**src/rtl/lc3_mmio_ctrl_if.sv**
```systemverilog
// Bus bundle between the LC-3 core, data memory and the MMIO stage (core bus, keyboard in, display out).
// Combinational signal bundle only; no latency of its own.
// Keyboard is valid/ready upstream, display is valid/ready downstream; kb_irq/disp_irq exist only with LC3_MMIO_IRQ_EN.
interface lc3_mmio_ctrl_if #(
  parameter int ADDR_W = 16
);
  logic [ADDR_W-1:0] mar;
  logic [15:0]       mdr;
  logic              memwe;
  logic [15:0]       mem_rdata;
  logic [15:0]       memOut;
  logic              mem_we_out;
  logic              kb_valid;
  logic [7:0]        kb_data;
  logic              kb_ready;
  logic              disp_valid;
  logic [7:0]        disp_data;
  logic              disp_ready;
  logic              run;
`ifdef LC3_MMIO_IRQ_EN
  logic              kb_irq;
  logic              disp_irq;
`endif

  // MMIO stage side
  modport slave (
    input  mar, mdr, memwe, mem_rdata, kb_valid, kb_data, disp_ready,
    output memOut, mem_we_out, kb_ready, disp_valid, disp_data, run
`ifdef LC3_MMIO_IRQ_EN
    , output kb_irq, disp_irq
`endif
  );

  // Core / memory / device side
  modport master (
    output mar, mdr, memwe, mem_rdata, kb_valid, kb_data, disp_ready,
    input  memOut, mem_we_out, kb_ready, disp_valid, disp_data, run
`ifdef LC3_MMIO_IRQ_EN
    , input kb_irq, disp_irq
`endif
  );
endinterface

```
**src/rtl/lc3_mmio_ctrl.sv**
```systemverilog
// LC-3 MMIO stage: decodes xFE00-xFFFF (KBSR/KBDR/DSR/DDR/MCR), muxes read data, blocks device writes to memory.
// Read mux and mem write gate are combinational; register writes take effect on the next edge; kb char visible 2 edges after push.
// kb_ready drops when the keyboard FIFO is full; display holds disp_valid until disp_ready. Optional IRQs: LC3_MMIO_IRQ_EN.

// Small generic FIFO: registered count, no internal overflow/underflow guarding (caller gates push/pop).
module lc3_mmio_kb_fifo #(
  parameter int DEPTH = 4,
  parameter int W     = 8
) (
  input  logic         clk,
  input  logic         reset,
  input  logic         i_push,
  input  logic [W-1:0] i_dat,
  input  logic         i_pop,
  output logic [W-1:0] o_dat,
  output logic         o_full,
  output logic         o_empty
);
  localparam int AW = (DEPTH > 1) ? $clog2(DEPTH) : 1;

  logic [W-1:0]  r_mem [DEPTH];
  logic [AW-1:0] r_wr_ptr;
  logic [AW-1:0] r_rd_ptr;
  logic [AW:0]   r_count;

  // Storage write; contents need no reset because the count gates visibility
  always_ff @(posedge clk) begin
    if (i_push) r_mem[r_wr_ptr] <= i_dat;
  end

  // Pointers wrap naturally (power-of-2 depth); simultaneous push/pop keeps count
  always_ff @(posedge clk) begin
    if (reset) begin
      r_wr_ptr <= '0;
      r_rd_ptr <= '0;
      r_count  <= '0;
    end else begin
      if (i_push) r_wr_ptr <= r_wr_ptr + AW'(1);
      if (i_pop)  r_rd_ptr <= r_rd_ptr + AW'(1);
      case ({i_push, i_pop})
        2'b10:   r_count <= r_count + (AW+1)'(1);
        2'b01:   r_count <= r_count - (AW+1)'(1);
        default: r_count <= r_count;
      endcase
    end
  end

  assign o_dat   = r_mem[r_rd_ptr];
  assign o_full  = (r_count == (AW+1)'(DEPTH));
  assign o_empty = (r_count == '0);
endmodule

module lc3_mmio_ctrl #(
  parameter int KB_FIFO_DEPTH = 4,
  parameter int ADDR_W        = 16
) (
  input  logic               clk,
  input  logic               reset,
  lc3_mmio_ctrl_if.slave     bus
);
  localparam logic [ADDR_W-1:0] A_KBSR = 16'hFE00;
  localparam logic [ADDR_W-1:0] A_KBDR = 16'hFE02;
  localparam logic [ADDR_W-1:0] A_DSR  = 16'hFE04;
  localparam logic [ADDR_W-1:0] A_DDR  = 16'hFE06;
  localparam logic [ADDR_W-1:0] A_MCR  = 16'hFFFE;

  typedef enum logic {DISP_IDLE, DISP_SEND} disp_state_t;

  // Address decode
  logic w_mmio_hit, w_sel_kbsr, w_sel_kbdr, w_sel_dsr, w_sel_ddr, w_sel_mcr;
  assign w_mmio_hit = (bus.mar[ADDR_W-1 -: 7] == 7'h7F);
  assign w_sel_kbsr = (bus.mar == A_KBSR);
  assign w_sel_kbdr = (bus.mar == A_KBDR);
  assign w_sel_dsr  = (bus.mar == A_DSR);
  assign w_sel_ddr  = (bus.mar == A_DDR);
  assign w_sel_mcr  = (bus.mar == A_MCR);

  // Device-page writes never reach memory
  assign bus.mem_we_out = bus.memwe & ~w_mmio_hit;

  // One strobe per device write, however long memwe is held
  logic w_wr_lvl, r_wr_lvl_q, w_wr_stb;
  assign w_wr_lvl = bus.memwe & w_mmio_hit;
  assign w_wr_stb = w_wr_lvl & ~r_wr_lvl_q;

  // The KBDR access ends when the core moves mar away; that is when the char is consumed
  logic r_kb_sel_q, w_kb_consume;
  assign w_kb_consume = r_kb_sel_q & ~w_sel_kbdr;

  // Edge-detect registers for write strobe and KBDR access end
  always_ff @(posedge clk) begin
    if (reset) begin
      r_wr_lvl_q <= 1'b0;
      r_kb_sel_q <= 1'b0;
    end else begin
      r_wr_lvl_q <= w_wr_lvl;
      r_kb_sel_q <= w_sel_kbdr;
    end
  end

  // Keyboard FIFO feeding the KBDR holding register
  logic       w_fifo_full, w_fifo_empty, w_kb_push, w_kb_load;
  logic [7:0] w_fifo_dat;
  logic       r_kb_rdy, r_ie;
  logic [7:0] r_kbdr;

  assign bus.kb_ready = ~w_fifo_full;
  assign w_kb_push    = bus.kb_valid & ~w_fifo_full;
  // Consume beats load; a deferred load happens the cycle after
  assign w_kb_load    = ~r_kb_rdy & ~w_fifo_empty & ~w_kb_consume;

  lc3_mmio_kb_fifo #(.DEPTH(KB_FIFO_DEPTH), .W(8)) u_kb_fifo (
    .clk     (clk),
    .reset   (reset),
    .i_push  (w_kb_push),
    .i_dat   (bus.kb_data),
    .i_pop   (w_kb_load),
    .o_dat   (w_fifo_dat),
    .o_full  (w_fifo_full),
    .o_empty (w_fifo_empty)
  );

  // KBDR load/consume and KBSR interrupt-enable storage
  always_ff @(posedge clk) begin
    if (reset) begin
      r_kb_rdy <= 1'b0;
      r_kbdr   <= 8'h00;
      r_ie     <= 1'b0;
    end else begin
      if (w_kb_consume) begin
        r_kb_rdy <= 1'b0;
      end else if (w_kb_load) begin
        r_kb_rdy <= 1'b1;
        r_kbdr   <= w_fifo_dat;
      end
      if (w_wr_stb && w_sel_kbsr) r_ie <= bus.mdr[14];
    end
  end

  // Display FSM
  disp_state_t r_disp_state, w_disp_state_nxt;
  logic        w_disp_load, w_ds_rdy, w_disp_valid;
  logic [7:0]  r_disp_data;

  // Display state register
  always_ff @(posedge clk) begin
    if (reset) r_disp_state <= DISP_IDLE;
    else       r_disp_state <= w_disp_state_nxt;
  end

  // Display next state and outputs; a DDR write while busy is dropped
  always_comb begin
    w_disp_state_nxt = r_disp_state;
    w_disp_load      = 1'b0;
    w_ds_rdy         = 1'b0;
    w_disp_valid     = 1'b0;
    case (r_disp_state)
      DISP_IDLE: begin
        w_ds_rdy = 1'b1;
        if (w_wr_stb && w_sel_ddr) begin
          w_disp_load      = 1'b1;
          w_disp_state_nxt = DISP_SEND;
        end
      end
      DISP_SEND: begin
        w_disp_valid = 1'b1;
        if (bus.disp_ready) w_disp_state_nxt = DISP_IDLE;
      end
      default: w_disp_state_nxt = DISP_IDLE;
    endcase
  end

  // Display char register, only loaded on an accepted DDR write
  always_ff @(posedge clk) begin
    if (reset)            r_disp_data <= 8'h00;
    else if (w_disp_load) r_disp_data <= bus.mdr[7:0];
  end

  assign bus.disp_valid = w_disp_valid;
  assign bus.disp_data  = r_disp_data;

  // Machine control: only reset or an MCR write changes run
  logic r_run;
  always_ff @(posedge clk) begin
    if (reset)                      r_run <= 1'b1;
    else if (w_wr_stb && w_sel_mcr) r_run <= bus.mdr[15];
  end
  assign bus.run = r_run;

  logic w_dsr_ie;
`ifdef LC3_MMIO_IRQ_EN
  logic r_dsr_ie, r_kb_irq, r_disp_irq;
  // Display interrupt enable plus registered interrupt outputs
  always_ff @(posedge clk) begin
    if (reset) begin
      r_dsr_ie   <= 1'b0;
      r_kb_irq   <= 1'b0;
      r_disp_irq <= 1'b0;
    end else begin
      if (w_wr_stb && w_sel_dsr) r_dsr_ie <= bus.mdr[14];
      r_kb_irq   <= r_ie & r_kb_rdy;
      r_disp_irq <= r_dsr_ie & w_ds_rdy;
    end
  end
  assign w_dsr_ie     = r_dsr_ie;
  assign bus.kb_irq   = r_kb_irq;
  assign bus.disp_irq = r_disp_irq;
`else
  assign w_dsr_ie = 1'b0;
`endif

  // Read data mux back to the core; unmapped device addresses read 0
  logic [15:0] w_rdata;
  always_comb begin
    w_rdata = 16'h0000;
    if (!w_mmio_hit)     w_rdata = bus.mem_rdata;
    else if (w_sel_kbsr) w_rdata = {r_kb_rdy, r_ie, 14'b0};
    else if (w_sel_kbdr) w_rdata = {8'h00, r_kbdr};
    else if (w_sel_dsr)  w_rdata = {w_ds_rdy, w_dsr_ie, 14'b0};
    else if (w_sel_mcr)  w_rdata = {r_run, 15'b0};
  end
  assign bus.memOut = w_rdata;

  // mdr bits that no register stores
  logic w_unused_mdr;
  assign w_unused_mdr = ^bus.mdr[13:8];
endmodule

```
**src/flat_wrapper.sv**
```systemverilog
// flat-port wrapper written by rule: the top's interface ports become plain ports
module lc3_mmio_ctrl_flat 
#(
  parameter int KB_FIFO_DEPTH = 4,
  parameter int ADDR_W        = 16
)
  (clk, reset, bus_mar, bus_mdr, bus_memwe, bus_mem_rdata, bus_kb_valid, bus_kb_data, bus_disp_ready, bus_memOut, bus_mem_we_out, bus_kb_ready, bus_disp_valid, bus_disp_data, bus_run);
  lc3_mmio_ctrl_if #(.ADDR_W(ADDR_W)) bus_i ();
  input  logic clk;
  input  logic reset;
  input wire logic [$bits(bus_i.mar)-1:0] bus_mar;
  input wire logic [$bits(bus_i.mdr)-1:0] bus_mdr;
  input wire logic [$bits(bus_i.memwe)-1:0] bus_memwe;
  input wire logic [$bits(bus_i.mem_rdata)-1:0] bus_mem_rdata;
  input wire logic [$bits(bus_i.kb_valid)-1:0] bus_kb_valid;
  input wire logic [$bits(bus_i.kb_data)-1:0] bus_kb_data;
  input wire logic [$bits(bus_i.disp_ready)-1:0] bus_disp_ready;
  output wire logic [$bits(bus_i.memOut)-1:0] bus_memOut;
  output wire logic [$bits(bus_i.mem_we_out)-1:0] bus_mem_we_out;
  output wire logic [$bits(bus_i.kb_ready)-1:0] bus_kb_ready;
  output wire logic [$bits(bus_i.disp_valid)-1:0] bus_disp_valid;
  output wire logic [$bits(bus_i.disp_data)-1:0] bus_disp_data;
  output wire logic [$bits(bus_i.run)-1:0] bus_run;
  assign bus_i.mar = bus_mar;
  assign bus_i.mdr = bus_mdr;
  assign bus_i.memwe = bus_memwe;
  assign bus_i.mem_rdata = bus_mem_rdata;
  assign bus_i.kb_valid = bus_kb_valid;
  assign bus_i.kb_data = bus_kb_data;
  assign bus_i.disp_ready = bus_disp_ready;
  assign bus_memOut = bus_i.memOut;
  assign bus_mem_we_out = bus_i.mem_we_out;
  assign bus_kb_ready = bus_i.kb_ready;
  assign bus_disp_valid = bus_i.disp_valid;
  assign bus_disp_data = bus_i.disp_data;
  assign bus_run = bus_i.run;
  lc3_mmio_ctrl #(.KB_FIFO_DEPTH(KB_FIFO_DEPTH), .ADDR_W(ADDR_W)) u_core (.clk(clk), .reset(reset), .bus(bus_i));
endmodule
```
**config.mk**
```make
export PLATFORM = sky130hd
export DESIGN_NAME = lc3_mmio_ctrl_flat
export DESIGN_NICKNAME = d
export VERILOG_FILES = /design/src/rtl/lc3_mmio_ctrl_if.sv /design/src/rtl/lc3_mmio_ctrl.sv /design/src/flat_wrapper.sv
export SDC_FILE = /design/constraint.sdc
export NUM_CORES = 1
export LEC_CHECK = 0
export ABC_AREA = 1
export BUFFER_PORTS_ARGS = -buffer_cell sky130_fd_sc_hd__buf_4
export CORE_MARGIN = 8
export CORE_UTILIZATION = 40
export DETAILED_ROUTE_END_ITERATION = 8
export PLACE_DENSITY = 0.62
export SLEW_MARGIN = 20
export SYNTH_ARGS = -nofsm -noshare
export SYNTH_HDL_FRONTEND = slang
export SYNTH_SLANG_ARGS = --single-unit
```
**constraint.sdc**
```tcl
create_clock -name clk -period 7.1 [get_ports clk]
set_clock_uncertainty 0.2 [all_clocks]
set_input_delay 1.065 -clock clk [delete_from_list [all_inputs] [get_ports clk]]
set_output_delay 1.065 -clock clk [all_outputs]
set_load 0.02 [all_outputs]
```
# Word-level counts from Yosys, hierarchy flattened
# Memories as Yosys holds them, arrays and structs flattened. A register that Yosys moved wholly into a read port is not among the register bits.
# Index checks and enable logic that the tools add are counted.
# word_totals
register_bits,21
latchBits,0
ram_bits,32
mem_bits_ro,0
out_inout_bits,28
elab_cells,60
n_memories,1
# memory_table
memory,depth,word_bits,read_ports,rd_ports_with_merged_regs,write_ports,line,text
u_core.u_kb_fifo.r_mem,4,8,1,1,1,lc3_mmio_ctrl.sv:21,logic [W-1:0] r_mem [DEPTH];
# op_classes
n_addsub,4
n_mul,0
n_div,0
order_cmp,0
n_eq_ne,9
shift,0
n_mux,14
bitwise,15
reduce_logical,7
# ops
op,count
"== test 16 bit, second input constant",5
two-way mux 16 bit,5
inverter 1 bit,8
bitwise AND 1 bit,7
"== test 7 bit, second input constant",1
two-way mux 1 bit,7
one-hot mux 3 bit (2 select lines),1
"adder 2 x 1 -> 2 bit, second input constant",2
"adder 3 x 1 -> 3 bit, second input constant",1
"== test 3 bit, second input constant",1
logical AND 1 bit,3
zero test 3 bit,1
"subtractor 3 x 1 -> 3 bit, second input constant",1
"== test 2 x 1 -> 1 bit, second input constant",1
"== test 2 bit, second input constant",1
one-hot mux 1 bit (2 select lines),1
AND reduction 2 bit,1
nonzero test 2 bit,1
OR reduction 2 bit,1

# Depth between registers and ports, before layout
# Gate-level depths: netlist (run 1).
# depth
word_depth,7
depth_mapped,15
mapped_depth_nobuf,15

# Modules after synthesis
# From an unflattened synthesis (run 1), not the netlist that was laid out.
# hier_totals
cells_unflattened,368
hier_area_um2,3158.0
# modules_own_cells
module,instances,cells_each,area_per_inst_um2,seq_area_each_um2
lc3_mmio_kb_fifo,1,134,1637.8,1141.1
lc3_mmio_ctrl,1,234,1520.2,440.4

# Least setup slack after synthesis (run 1)
# OpenSTA, ideal clock, no wires.
# synth_timing
path_kind,input-to-output
from,in bus_mar[14]
to,out bus_memOut[15]
arrival_ns,1.975
path_slack_ns,3.860
cell_stages,9
path_buffers,1
cell_sequence,nand2_1 -> inv_1 -> nand2_1 -> nor2_2 -> buf_2 -> nand2_1 -> nand2_1 -> nand2_1 -> nand3_1
# synth_via
elab_chain_cells,6
elab_cells_between_ends,10
# synth_lines
element,line,text
start: declaration,flat_wrapper.sv:11,input wire logic [$bits(bus_i.mar)-1:0] bus_mar;
== test 16 bit,lc3_mmio_ctrl.sv:76,assign w_sel_mcr = (bus.mar == A_MCR);
two-way mux 16 bit,lc3_mmio_ctrl.sv:220,"else if (w_sel_mcr) w_rdata = {r_run, 15'b0};"
two-way mux 16 bit,lc3_mmio_ctrl.sv:219,"else if (w_sel_dsr) w_rdata = {w_ds_rdy, w_dsr_ie, 14'b0};"
two-way mux 16 bit,lc3_mmio_ctrl.sv:218,"else if (w_sel_kbdr) w_rdata = {8'h00, r_kbdr};"
two-way mux 16 bit,lc3_mmio_ctrl.sv:217,"else if (w_sel_kbsr) w_rdata = {r_kb_rdy, r_ie, 14'b0};"
two-way mux 16 bit (*),lc3_mmio_ctrl.sv:216,if (!w_mmio_hit) w_rdata = bus.mem_rdata;
end: declaration,flat_wrapper.sv:18,output wire logic [$bits(bus_i.memOut)-1:0] bus_memOut;
# Mark *: on every way between the ends. The rest lies on a longest branch, timed or not.

# Worst setup path in the final report (run 1)
# layout_timing
from,in bus_mar[13]
to,out bus_memOut[15]
# Same word-level chain as after synthesis.

==> results.cfg, run 1 <==
[status]
status = complete, no violations

[timing]
tightest_slew_ps = 794
slew_violations = 0
max_freq_ghz = 0.283
min_period_over_period = 0.498
hold_viol = 0
rsz0062_at_grt = false
period_needed_ps = 3530
finalSetupViolCount = 0
final.setup.tns_ps = 0
hold_ws_ps = 270
maxSlewHeadroom = 0.468

[pwr]
ir_drop_uv = 169
power.leakage_nw = 1.79
power.density_nw_per_um2 = 289
post-layout-total-power_w = 0.00113

[floorplan]
core_sq_um = 7290
rows = 31
die_w_um = 103
io_pins = 89
die_area_sq_um = 10600
die_height_um = 103
initial_core_util = 0.417

[clocking]
cts_tree = yes
ctsHoldBuffers = 0
worstSkewPairLatency_ps = 330
cts_setup_buffers = 0
numClockSinks = 61
h-tree-depth = 3
clockRootBuffer = clkbuf_8
clkTransAtPathRegs_ps = 60
cts.path.max_buffers = 2
numCtsBuffers = 9
post_cts_resized = 0

[logic_synthesis]
syn_avg_cell_area_sq_um = 8.22
ys_ff_latch = 61
synth_fp_nets = 437
ys_types = 31
synthXorXnorAreaFrac = 0.00288
ys_seq_area_frac = 0.507
yosys.area_share.simple = 0.332
synthAdderAreaFrac = 0.0272
synth_cells = 370
synth_top_family_by_area = simple AND/OR/NAND/NOR gates
synth_compound_area_frac = 0.0576
synth_warnings = 0
synthMuxAreaShare = 0
netlist_area_sq_um = 3040

[critical_path]
worstSetupStartpoint = bus_mar[13]
cpPeakStageDelay_ps = 400
r2r_start = u_core.u_kb_fifo.r_count[2]
worst-r2r-setup-slack_ps = 4540
crit_buf_inv = 3
cpMostUsedCell = nand2_1
crit_required_ps = 5830
cp-start-kind = primary input
cp_max_fo = 11
crit_family = simple AND/OR/NAND/NOR gates
crit_type = primary input to output port
crit_slowest_cell = nor2_2
worst_r2r_endpoint = u_core.u_kb_fifo.r_count[2]
cp_cell_sequence = buf_4, nand2_1, inv_1, nand2_1, nor2_2, nand3_1, nand2_1, nand3_1, buf_4
cp-endpoint = bus_memOut[15]
critPathCaptureType = output port
crit_arrival_ps = 2270
cp.depth = 9
rr_worst_depth = 11

[grt]
grt_max_degree = 25
grt_pass1_wl_um = 11300
use_met2 = 0.239
top_usage_layer = met2
grt_overflow = 0
use_met1 = 0.151
grt_antenna_before_repair = 0
grt_pass1_vias = 2484
grt.met3_usage = 0.0502
grt_util_all_layers = 0.138

[drt]
post_drt_wl_per_cell_um = 12.8
avgViaCountPerCell = 4.60
drt-pass1-iter-count = 5
ant_nets = 0
postRouteWirelength_um = 7120
drc = 0
num_vias = 2556
drt_iter0_drc = 88

[flow_run]
maxCapViolations = 0

[final_layout]
diodes = 0
nNetsFinal = 519
n_fill_cell = 719
drive_gt1_frac = 0.280
area_growth_syn_to_layout_pct = 29.1
fin_cells = 556
design_area_sq_um = 3930

[place]
dp.cells = 540
hpwl_um = 5380
gp_congestion = 0.812
port_buffers = 82
dpl_cell_area_sq_um = 3710

[hold_path]
hp-class = register to register
[power by group]
| part | switching (W) | internal [W] | leakage, nW |
|---|---|---|---|
| combinational | 0.000200 | 0.000137 | 1.16 |
| sequential | 0.0000462 | 0.000434 | 0.531 |
| clock | 0.000124 | 0.000192 | 0.104 |
| total | 0.000370 | 0.000763 | 1.79 |
[stage by stage]
step            util  setup slack [ps]
6_report       0.538              3570
5_1_grt        0.538              3400
4_1_cts        0.538              3550
3_5_place_dp   0.509              3420
3_3_place_gp   0.509              3470
2_1_floorplan      -              3860
[synthesized netlist by cell type (all sizes together)]
cell	count	area, sq um
o211a	1	10.0
fa	1	20.0
xor2	1	8.76
nand2	79	329
inv	37	139
nand4	3	18.8
o21ai	22	110
nand3b	9	67.6
edfxtp	32	961
ha	5	62.6
clkbuf	3	11.3
nand3	24	125
buf	8	55.1
nor3	5	36.3
clkinv	2	17.5
a21oi	9	48.8
a31oi	1	6.26
nor2	99	433
dfxtp	29	581
[metal layers]
metal / part of all wire / up-vias
li1: - / 1347
met1: 0.41 / 1115
met2: 0.47 / 89
met3: 0.11 / 5
met4: 0.0056 / 0
met5: 0 / -
[flip-flops by register name, summed over array words and instances, names as in the netlist, 2 cells and up]
name                       count
u_core.u_kb_fifo.r_rd_ptr      2
u_core.r_kbdr                  8
u_core.bus.disp_data           8
u_core.u_kb_fifo.r_count       3
u_core.u_kb_fifo.r_mem        32
u_core.u_kb_fifo.r_wr_ptr      2
[placed cells by master (no fill, tap or decap)]
cell       synthesis  layout
nand2_4            3       3
nor2_2            15      15
ha_1               5       5
bufinv_16          0       1
nor2_1            82      82
o211a_1            1       1
inv_1             34      34
nand3_2            1       1
clkbuf_1           3       3
nor3_1             4       4
xor2_1             1       1
fa_1               1       1
clkbuf_8           0      12
o21ai_0           22      22
buf_4              2      82
nand4_1            3       3
nand2_2            4       4
nor2_8             1       1
a21oi_1            8       8
edfxtp_1          32      32
nand2_1           72      72
nand3b_1           9       9
nand3_1           23      23
clkinv_4           2       2
nor2_4             1       1
inv_2              3       3
dfxtp_1           29      29
a21oi_2            1       1
nor3_4             1       1
a31oi_2            0       1
[worst min-delay path by stage]
stage | from | endpoint | slack, ps | cells after the start
after floorplan | u_core.r_ie | u_core.r_ie | 250 | 2
after global placement | u_core.bus.disp_data[1] | u_core.bus.disp_data[1] | 250 | 2
after detailed placement | u_core.bus.disp_data[5] | u_core.bus.disp_data[5] | 260 | 2
after CTS | u_core.bus.disp_data[5] | u_core.bus.disp_data[5] | 270 | 2
after global routing | u_core.bus.disp_data[3] | u_core.bus.disp_data[3] | 300 | 2
final | u_core.bus.disp_data[5] | u_core.bus.disp_data[5] | 270 | 2
[kinds of logic (layout without fill, tap and decap cells)]
family / Yosys count / count (layout)
AOI/OAI and AO/OA: 33 / 33
xor gates and xnor gates: 1 / 1
adders and majority gates: 6 / 6
buffers and inverters: 50 / 137
DFF: 61 / 61
and+or+nand+nor: 219 / 219
[final cells by class]
cell class | count | area [sq um] | share of cell area
flip-flops and latches | 61 | 1540 | 0.393
inverters | 39 | 156 | 0.0398
clock buffers | 15 | 176 | 0.0449
clock inverters | 1 | 30.0 | 0.00765
multi-input cells | 259 | 1280 | 0.327
repair buffers | 82 | 616 | 0.157
well taps | 99 | 124 | 0.0315
[tightest hold or removal path, stage by stage, from the launching register on]
cell     delay [ps]
dfxtp_1         320
nor2_1           50
nor2_2           60
No activity file was read; power rests on OpenSTA's default activity.
==> inputs of run 2 (changes only) <==
--- a/config.mk
+++ b/config.mk
@@ -5,12 +5,12 @@
 export SDC_FILE = /design/constraint.sdc
 export NUM_CORES = 1
 export LEC_CHECK = 0
-export ABC_AREA = 1
+export ABC_AREA = 0
 export BUFFER_PORTS_ARGS = -buffer_cell sky130_fd_sc_hd__buf_4
 export CORE_MARGIN = 8
 export CORE_UTILIZATION = 40
 export DETAILED_ROUTE_END_ITERATION = 8
-export PLACE_DENSITY = 0.62
+export PLACE_DENSITY = 0.63
 export SLEW_MARGIN = 20
 export SYNTH_ARGS = -nofsm -noshare
 export SYNTH_HDL_FRONTEND = slang
==> constraint.sdc (replaced) <==
create_clock -name clk -period 3.3 [get_ports clk]
set_clock_uncertainty 0.2 [all_clocks]
set_input_delay 0.495 -clock clk [delete_from_list [all_inputs] [get_ports clk]]
set_output_delay 0.495 -clock clk [all_outputs]
set_load 0.02 [all_outputs]
==> run 2 against run 1 <==
  * Die area down 6.8%
  * Global-route usage shrank 0.082 points
  * Flip-flop and latch count unchanged
  * Combinational power increased by 72%
  * Synthesized cell count decreased by 36%
  * Via count fell by 17%
  * Sequential share of layout area increased by 2.6 points
  * Register-to-register slack lost 3900 ps
  * First-iteration DRC count is 33% lower
  * Final area fell by 6.2%
  * Synthesized area shrank 8.0%
  * Critical path depth increased by 2
  * Critical path type is now primary input to register
  * Critical endpoint is now u_core.u_kb_fifo.r_count[2]
  * Highest routed layer unchanged
==> results.cfg, run 2 <==
[critical_path]
cpPeakStageDelay_ps = 560
worst_r2r_endpoint = u_core.u_kb_fifo.r_count[2]
cp_max_fo = 3
cp-start-kind = primary input
crit_arrival_ps = 2860
critPathCaptureType = register
crit_type = primary input to register
worst-r2r-setup-slack_ps = 670
rr_worst_depth = 9
cp-endpoint = u_core.u_kb_fifo.r_count[2]
cp_cell_sequence = buf_4, or4_4, nor4_4, a21oi_2, inv_6, ha_1, inv_1, fa_1, xor2_1, or3_1, a21oi_1
crit_slowest_cell = or4_4
worstSetupStartpoint = bus_mar[4]
crit_required_ps = 3370
r2r_start = u_core.u_kb_fifo.r_count[2]

[pwr]
combinationalPowerShare = 0.265
power.density_nw_per_um2 = 595
p_switching_w = 0.000682
power_frac_clock = 0.272
power.leakage_nw = 1.46
pwr-share-seq = 0.463
p_int_w = 0.00151
sw_frac_of_total = 0.311
ir_drop_uv = 351

[logic_synthesis]
synthXorXnorAreaFrac = 0.00939
synth_warnings = 0
yosys_most_used_dff = edfxtp_1
synthTopCellsByCount = 32 x edfxtp_1, 29 x dfxtp_1, 17 x nand2b_1
synthMuxAreaShare = 0.102
synth-edff-count = 32
syn_avg_cell_area_sq_um = 11.9
ys_seq_area_frac = 0.551
synth_compound_area_frac = 0.0868
yosys.area_share.simple = 0.193
synth_cells = 236
synth_most_common_cell = edfxtp_1
post-synth-top-area-cell = edfxtp_1
synthAdderAreaFrac = 0.0295
yosys-top-cells-area = edfxtp_1 34%, dfxtp_1 21%, mux4_2 6.4%
netlist_area_sq_um = 2800
synth_top_family_by_area = simple AND/OR/NAND/NOR gates
async_reset_ff_frac = 0
synth_top_area_frac = 0.343
ys_ff_latch = 61
ys_types = 46
synth_fp_nets = 303

[timing]
final.setup.tns_ps = 0
tightest_slew_ps = 627
max_freq_ghz = 0.359
slew_violations = 0
rsz0062_at_grt = false
finalSetupViolCount = 0
hold_viol = 0
period_needed_ps = 2790
maxSlewHeadroom = 0.581
min_period_over_period = 0.845

[floorplan]
rows = 30
initial_core_util = 0.412
die_height_um = 99.6
die_area_sq_um = 9930
die_w_um = 99.6
core_sq_um = 6790
io_pins = 89

[final_layout]
nNetsFinal = 388
diodes = 0
final_common_cell = buf_4
n_fill_cell = 624
design_area_sq_um = 3680
largest_register = u_core.u_kb_fifo.r_mem
area_growth_syn_to_layout_pct = 31.7
layout_common_cells = 84 x buf_4, 32 x edfxtp_1, 29 x dfxtp_1
largest_reg_flops = 32
drive_gt1_frac = 0.347

[clocking]
numCtsBuffers = 9
clkTransAtPathRegs_ps = 70
worstSkewPairLatency_ps = 340
clockRootBuffer = clkbuf_8
ctsHoldBuffers = 0
cts_tree = yes
cts_setup_buffers = 0
numClockSinks = 61
h-tree-depth = 3
post_cts_resized = 0
cts.path.max_buffers = 2

[drt]
drt_iter0_drc = 59
drc = 0
drt-pass1-iter-count = 4
post_drt_wl_per_cell_um = 15.1
avgViaCountPerCell = 5.01
num_vias = 2114
postRouteWirelength_um = 6370
ant_nets = 0

[grt]
grt_pass1_wl_um = 10700
grt_util_all_layers = 0.137
grt_max_degree = 40
grt_pass1_vias = 2119
grt_overflow = 0
grt_antenna_before_repair = 0

[place]
port_buffers = 82
dpl_cell_area_sq_um = 3500
gp_congestion = 0.833
hpwl_um = 4740

[hold_path]
hold_start = bus_kb_data[2]
hp-class = primary input to register

[flow_run]
maxCapViolations = 0

[status]
status = complete, no violations
==> run 2: power by group through the flow <==
stage | combinational (W) | sequential, W | clock, W
floorplan | 0.000461 | 0.000990 | 0
global placement | 0.000576 | 0.00103 | 0
detailed placement | 0.000585 | 0.00104 | 0
CTS | 0.000589 | 0.00102 | 0.000619
global route | 0.000646 | 0.00104 | 0.000661
finish | 0.000580 | 0.00102 | 0.000597
==> run 2: logic make-up (layout without fill, tap and decap cells) <==
kind of cell,after synthesis,after routing
AND/OR/NAND/NOR,92,92
multiplexers,18,18
adder cells (fa/ha/maj),6,6
AO/OA/AOI/OAI,39,39
flip-flops,61,61
XOR/XNOR,3,3
buffers and inverters,17,107
==> run 2: layer usage <==
layer	vias to the layer above	share of wire	wire length, um	global-route usage
li1	1048	-	-	-
met4	0	0.014	87	0.0489
met2	80	0.43	2760	0.201
met1	978	0.45	2880	0.170
met3	8	0.10	638	0.0649
met5	-	0	0	0
==> run 2: layout make-up <==
class,count,area (sq um),share of cell area
Tap cell,96,120,0.0326
Sequential cell,61,1540,0.418
Clock buffer,9,124,0.0336
Timing Repair Buffer,84,631,0.171
Inverter,7,31.3,0.00849
Clock inverter,7,58.8,0.0160
Multi-Input combinational cell,158,1180,0.320
==> run 2: worst min-delay path by stage <==
stage / depth (start not counted) / to / slack [ps]
after floorplan: 1 / u_core.r_kb_rdy / 230
after global placement: 1 / u_core.r_kb_rdy / 260
after detailed placement: 1 / u_core.r_kb_rdy / 260
after CTS: 1 / u_core.u_kb_fifo.r_mem[2][2] / 130
after global routing: 1 / u_core.u_kb_fifo.r_mem[2][2] / 130
final: 1 / u_core.u_kb_fifo.r_mem[2][2] / 150
==> run 2: metrics by stage <==
stage	utilization	std cells	power (W)	hold slack, ps	setup WS, ps
floorplan	-	236	0.00145	233	307
global placement	0.515	406	0.00161	256	183
detailed placement	0.515	406	0.00162	257	163
CTS	0.542	422	0.00223	133	519
global route	0.542	422	0.00235	125	396
finish	0.542	422	0.00219	152	513
==> run 2: worst max-delay path: cells and delay by family <==
kind                     cells  cell delay [ps]
adder cells (fa/ha/maj)      2              530
AO/OA/AOI/OAI                2              260
buffers and inverters        3              250
XOR/XNOR                     1              180
AND/OR/NAND/NOR              3             1130
